### src/rtl/logic_gate_sweeper_pkg.sv
// Shared op encodings and FSM states for the logic gate sweeper.
package logic_gate_sweeper_pkg;

   localparam logic [2:0] OP_AND   = 3'd0;
   localparam logic [2:0] OP_OR    = 3'd1;
   localparam logic [2:0] OP_NAND  = 3'd2;
   localparam logic [2:0] OP_NOR   = 3'd3;
   localparam logic [2:0] OP_XOR   = 3'd4;
   localparam logic [2:0] OP_XNOR  = 3'd5;
   localparam logic [2:0] OP_NOT_A = 3'd6;
   localparam logic [2:0] OP_BUF_A = 3'd7;

   typedef enum logic [1:0] {
      ST_IDLE  = 2'd0,
      ST_SWEEP = 2'd1,
      ST_DRAIN = 2'd2
   } state_t;

endpackage

### src/rtl/logic_gate_sweeper_op.sv
// Combinational bitwise logic unit: per-bit gate primitives followed by an op mux.
module logic_op_comb
   import logic_gate_sweeper_pkg::*;
#(
   parameter int unsigned WIDTH = 1,
   parameter int unsigned OPW   = 3
) (
   input  logic [OPW-1:0]   op,
   input  logic [WIDTH-1:0] a,
   input  logic [WIDTH-1:0] b,
   output logic [WIDTH-1:0] s
);

   logic [WIDTH-1:0] and_w;
   logic [WIDTH-1:0] or_w;
   logic [WIDTH-1:0] xor_w;
   logic [WIDTH-1:0] not_w;

   for (genvar i = 0; i < WIDTH; i++) begin : g_bit
      and u_and (and_w[i], a[i], b[i]);
      or  u_or  (or_w[i],  a[i], b[i]);
      xor u_xor (xor_w[i], a[i], b[i]);
      not u_not (not_w[i], a[i]);
   end

   always_comb begin
      s = '0;
      case (op)
         OP_AND:   s = and_w;
         OP_OR:    s = or_w;
         OP_NAND:  s = ~and_w;
         OP_NOR:   s = ~or_w;
         OP_XOR:   s = xor_w;
         OP_XNOR:  s = ~xor_w;
         OP_NOT_A: s = not_w;
         OP_BUF_A: s = a;
         default:  s = '0;
      endcase
   end

endmodule

### src/rtl/logic_gate_sweeper.sv
// Registered two-operand logic unit: evaluates one direct pair, or sweeps every
// {a,b} combination and streams the results over a single-entry valid/ready register.
module logic_gate_sweeper
   import logic_gate_sweeper_pkg::*;
#(
   parameter int unsigned WIDTH = 1,
   parameter int unsigned OPW   = 3
) (
   input  logic             clk,
   input  logic             rst,
   input  logic [OPW-1:0]   op,
   input  logic             start,
   input  logic             in_valid,
   output logic             in_ready,
   input  logic [WIDTH-1:0] a,
   input  logic [WIDTH-1:0] b,
   output logic             out_valid,
   input  logic             out_ready,
   output logic [WIDTH-1:0] out_a,
   output logic [WIDTH-1:0] out_b,
   output logic [WIDTH-1:0] s,
   output logic             busy,
   output logic             done
);

   localparam int unsigned CW = 2 * WIDTH;

   state_t           state_q, state_d;
   logic [OPW-1:0]   op_q, op_d;
   logic [CW-1:0]    cnt_q, cnt_d;
   logic             out_valid_q, out_valid_d;
   logic [WIDTH-1:0] out_a_q, out_a_d;
   logic [WIDTH-1:0] out_b_q, out_b_d;
   logic [WIDTH-1:0] s_q, s_d;
   logic             done_q, done_d;

   logic             sweeping;
   logic             load_ok;
   logic             load;
   logic             in_ready_c;
   logic [OPW-1:0]   f_op;
   logic [WIDTH-1:0] f_a, f_b, f_s;

   // One evaluator shared by both modes; the sweep counter supplies operands while sweeping.
   assign sweeping = (state_q == ST_SWEEP);
   assign load_ok  = !out_valid_q || out_ready;
   assign f_op     = sweeping ? op_q : op;
   assign f_a      = sweeping ? cnt_q[CW-1:WIDTH] : a;
   assign f_b      = sweeping ? cnt_q[WIDTH-1:0] : b;

   logic_op_comb #(
      .WIDTH (WIDTH),
      .OPW   (OPW)
   ) u_op (
      .op (f_op),
      .a  (f_a),
      .b  (f_b),
      .s  (f_s)
   );

   always_comb begin
      state_d     = state_q;
      op_d        = op_q;
      cnt_d       = cnt_q;
      out_valid_d = out_valid_q && !out_ready;
      out_a_d     = out_a_q;
      out_b_d     = out_b_q;
      s_d         = s_q;
      done_d      = 1'b0;
      load        = 1'b0;
      in_ready_c  = 1'b0;

      case (state_q)
         ST_IDLE: begin
            in_ready_c = !start && load_ok;
            if (start) begin
               op_d    = op;
               cnt_d   = '0;
               state_d = ST_SWEEP;
            end else if (in_valid && in_ready_c) begin
               load = 1'b1;
            end
         end
         ST_SWEEP: begin
            if (load_ok) begin
               load = 1'b1;
               // Stop at all-ones instead of wrapping so the count stays on the last pair.
               if (cnt_q == '1) begin
                  state_d = ST_DRAIN;
               end else begin
                  cnt_d = cnt_q + 1'b1;
               end
            end
         end
         ST_DRAIN: begin
            if (out_valid_q && out_ready) begin
               state_d = ST_IDLE;
               done_d  = 1'b1;
            end
         end
         default: state_d = ST_IDLE;
      endcase

      if (load) begin
         out_valid_d = 1'b1;
         out_a_d     = f_a;
         out_b_d     = f_b;
         s_d         = f_s;
      end
   end

   always_ff @(posedge clk or posedge rst) begin
      if (rst) begin
         state_q     <= ST_IDLE;
         op_q        <= '0;
         cnt_q       <= '0;
         out_valid_q <= 1'b0;
         out_a_q     <= '0;
         out_b_q     <= '0;
         s_q         <= '0;
         done_q      <= 1'b0;
      end else begin
         state_q     <= state_d;
         op_q        <= op_d;
         cnt_q       <= cnt_d;
         out_valid_q <= out_valid_d;
         out_a_q     <= out_a_d;
         out_b_q     <= out_b_d;
         s_q         <= s_d;
         done_q      <= done_d;
      end
   end

   // Held low during reset so every output reads 0 while rst is asserted.
   assign in_ready  = in_ready_c && !rst;
   assign out_valid = out_valid_q;
   assign out_a     = out_a_q;
   assign out_b     = out_b_q;
   assign s         = s_q;
   assign busy      = (state_q != ST_IDLE);
   assign done      = done_q;

endmodule
### config.mk
export PLATFORM = sky130hd
export DESIGN_NAME = logic_gate_sweeper
export DESIGN_NICKNAME = d
export VERILOG_FILES = /design/src/rtl/logic_gate_sweeper_pkg.sv /design/src/rtl/logic_gate_sweeper_op.sv /design/src/rtl/logic_gate_sweeper.sv
export SDC_FILE = /design/constraint.sdc
export NUM_CORES = 1
export LEC_CHECK = 0
export BUFFER_PORTS_ARGS = -buffer_cell sky130_fd_sc_hd__buf_2
export CAP_MARGIN = 0
export CORE_UTILIZATION = 45
export CTS_CLUSTER_DIAMETER = 80
export DETAILED_ROUTE_END_ITERATION = 8
export PLACE_DENSITY = 0.69
export SETUP_SLACK_MARGIN = 0.3
export SLEW_MARGIN = 20
export SYNTH_ARGS = -nofsm -noshare
export SYNTH_HDL_FRONTEND = slang
export SYNTH_SLANG_ARGS = --single-unit
export TNS_END_PERCENT = 50
### constraint.sdc
create_clock -name clk -period 2.7 [get_ports clk]
set_input_delay 0.135 -clock clk [delete_from_list [all_inputs] [get_ports clk]]
set_output_delay 0.135 -clock clk [all_outputs]
set_load 0.005 [all_outputs]
==> out/qor.csv <==
stage,metric,value,unit
outcome,status,finished clean,
power,vdd_drop_max,0.570,mV
route,dr.pass1.iters,2,
cells_and_area,ff_latch_area,300,sq um
cells_and_area,drive_above_1_share,29.8,%
cells_and_area,instances_no_fill,110,
die,fp.dieArea,1810,sq um
setup_path,path_cells,nand2b_4 > mux2i_1 > ha_1 > xnor2_1 > o21ai_0 > o21ai_0 > a21bo_1 > a31oi_1,
global_route,grt_max_degree,14,
setup_path,r2r.worst_path.cells,8,
placement,io_buffer_count,16,
global_route,grt.overflow.total,0,
synthesis,syn_area_per_cell,9.86,sq um
clock_network,cts_root_buf,clkbuf_4,
sta,finalHoldViolations,0,
route,drc,0,
sta,period_share,74.2,%
synthesis,yosys.area.top_type,dfrtp_1,
cells_and_area,multi_input_area,405,sq um
sta,relSlewSlack,69.2,%
sta,fin_crit,2000,ps
sta,drv_slew,0,
cells_and_area,diodes,0,
setup_path,slowest_delay,470,ps
route,wire_per_inst,12.8,um
setup_path,path_depth,8,
synthesis,ys_seq_elements,12,
cells_and_area,layout.nets,107,
setup_path,crit_fanout,13,
sta,setup_viol,0,
flow_run,maxCapViolCount,0,
synthesis,synth_area,739,sq um
synthesis,yosys_warnings,0,
setup_path,endpoint_kind,register,
synthesis,syn-num-nets,87,
clock_network,clk_latency,270,ps
global_route,gr-usage-all-layers,18.2,%
die,fp.coreArea,1520,sq um
setup_path,critPathKind,register to register,
route,vias_per_cell,5.43,
die,fp-row-count,14,
placement,dp_cells,105,
synthesis,synthTopCellsByCount,"12 x dfrtp_1, 7 x o21ai_0, 6 x nand2_1",
setup_path,cp_top_family,compound AO/OA/AOI/OAI gates,
synthesis,ys_seq_area_share,40.6,%
route,drt_iter0_markers,11,
min_path,holdPathStages,2,
sta,setup_tns,0,ps
synthesis,synth_top_area_share,40.6,%
route,final_antenna_net_count,0,
clock_network,clkTransAtPathRegs,70,ps
global_route,antenna_found_initial,0,
clock_network,numCtsBuffers,3,
synthesis,postSynth.asyncResetShare,100,%
route,wirelength,1.40,mm
sta,max_freq,499,MHz
setup_path,slowest_stage,dfrtp_1,
setup_path,path_common_cell,o21ai_0,
min_path,hold_path.class,input port to register,
clock_network,cts_buffer_depth,2,
clock_network,clock-sinks,12,
placement,place_congestion,0.819,
placement,place_hpwl,1.10,mm
synthesis,ys_types,32,
setup_path,path_buf_inv,0,
power,power.leakage,0.401,nW
die,initial_utilization,48.5,%
die,io_pins,17,
clock_network,cts_tree,done,
route,vias,597,
setup_path,cp.arrival,2190,ps
clock_network,cts_setup_buffers,0,
sta,rsz0062_at_grt,false,
setup_path,crit_required,2890,ps
synthesis,syn_inst,75,
synthesis,ys.flop_type,dfrtp_1,
synthesis,yosysMostFrequentCell,dfrtp_1,
synthesis,netlist_top_cells_area,"dfrtp_1 41%, o21ai_0 4.7%, mux2_2 4.6%",
cells_and_area,fillers,129,
power,power_density,1150,nW/um^2
sta,skew,1.79,ps
setup_path,startpoint_type,register,
cells_and_area,area_delta_synth_final,17.3,%
die,die_x,42.5,um
synthesis,synth_edf_count,0,
global_route,grt_pass1_vias,550,
global_route,grt_pass1_wl,2.40,mm
die,die_h,42.5,um
clock_network,htreeDepth,1,
sta,worst-slew-pin-transition,461,ps
==> power by group <==
part,total (W),leakage (nW),switching [W],internal (W)
combinational,0.000507,0.234,0.000238,0.000269
clock,0.000137,0.0210,0.0000553,0.0000819
sequential,0.000353,0.146,0.0000933,0.000260
==> path summary, 6_finish.rpt <==
check                      startpoint  endpoint  slack, ps
hold / removal                  op[1]   op_q[1]        170
min in group asynchronous         rst      done        430
hold reg to reg                 out_b     out_b        480
max in group asynchronous         rst     out_a       1960
setup reg to reg           state_q[1]         s        700
setup / recovery           state_q[1]         s        700
==> worst reg2reg max path: cells and delay by family (launching register included) <==
family          cells  cell delay [ps]
fa+ha+maj           1              250
compound gates      4              550
simple gates        1              260
flops               1              470
mux                 1              290
xor+xnor            1              120
==> routing by layer <==
layer | part of all wire (%) | track usage [%]
met3 | 2.5 | 7.76
met1 | 50 | 23.6
met5 | 0 | 0
met2 | 48 | 27.4
met4 | 0 | 5.63
==> stage by stage <==
step	setup WS [ps]	power, W	cell area [sq um]	utilization, %	hold WS, ps
2_1_floorplan	733	0.000756	739	-	-0.301
3_3_place_gp	769	0.000853	821	53.9	174
3_5_place_dp	710	0.000862	821	53.9	174
4_1_cts	688	0.00100	867	56.9	162
5_1_grt	452	0.00110	867	56.9	158
6_report	696	0.000997	867	56.9	172
==> what timing repair did <==
action	in CTS	in global routing
hold buffers	1	0
gates resized for setup	0	0
endpoints found under the hold margin	12	0
==> cells in the final DEF (no fill, tap or decap), types with 4 or more instances in the layout <==
| cell | n |
|---|---|
| inv_1 | 4 |
| o211ai_1 | 4 |
| nand2_1 | 6 |
| buf_2 | 16 |
| dfrtp_1 | 12 |
| o21ai_0 | 7 |
==> flip-flops by register name (all words and copies together) (netlist names) <==
name / count
op_q: 3
cnt_q: 2
state_q: 2
done: 1
out_a: 1
out_b: 1
out_valid: 1
s: 1
==> logic make-up (layout without fill, tap and decap cells) <==
kind of cell	Yosys count	in the layout	synth area share, %
AND/OR/NAND/NOR	24	24	19.3
AO/OA/AOI/OAI	23	23	21.2
flip-flops	12	12	40.6
multiplexers	6	6	8.63
buffers and inverters	6	25	4.57
adder cells (fa/ha/maj)	2	2	3.38
XOR/XNOR	2	2	2.37
==> final cells by class <==
| cell class | count | share of cell area (%) |
|---|---|---|
| clock buffers | 4 | 4.18 |
| inverters | 4 | 1.73 |
| flip-flops and latches | 12 | 34.6 |
| repair buffers | 17 | 10.4 |
| multi-input cells | 57 | 46.8 |
| well taps | 16 | 2.31 |
No activity file was read; power rests on OpenSTA's default activity.
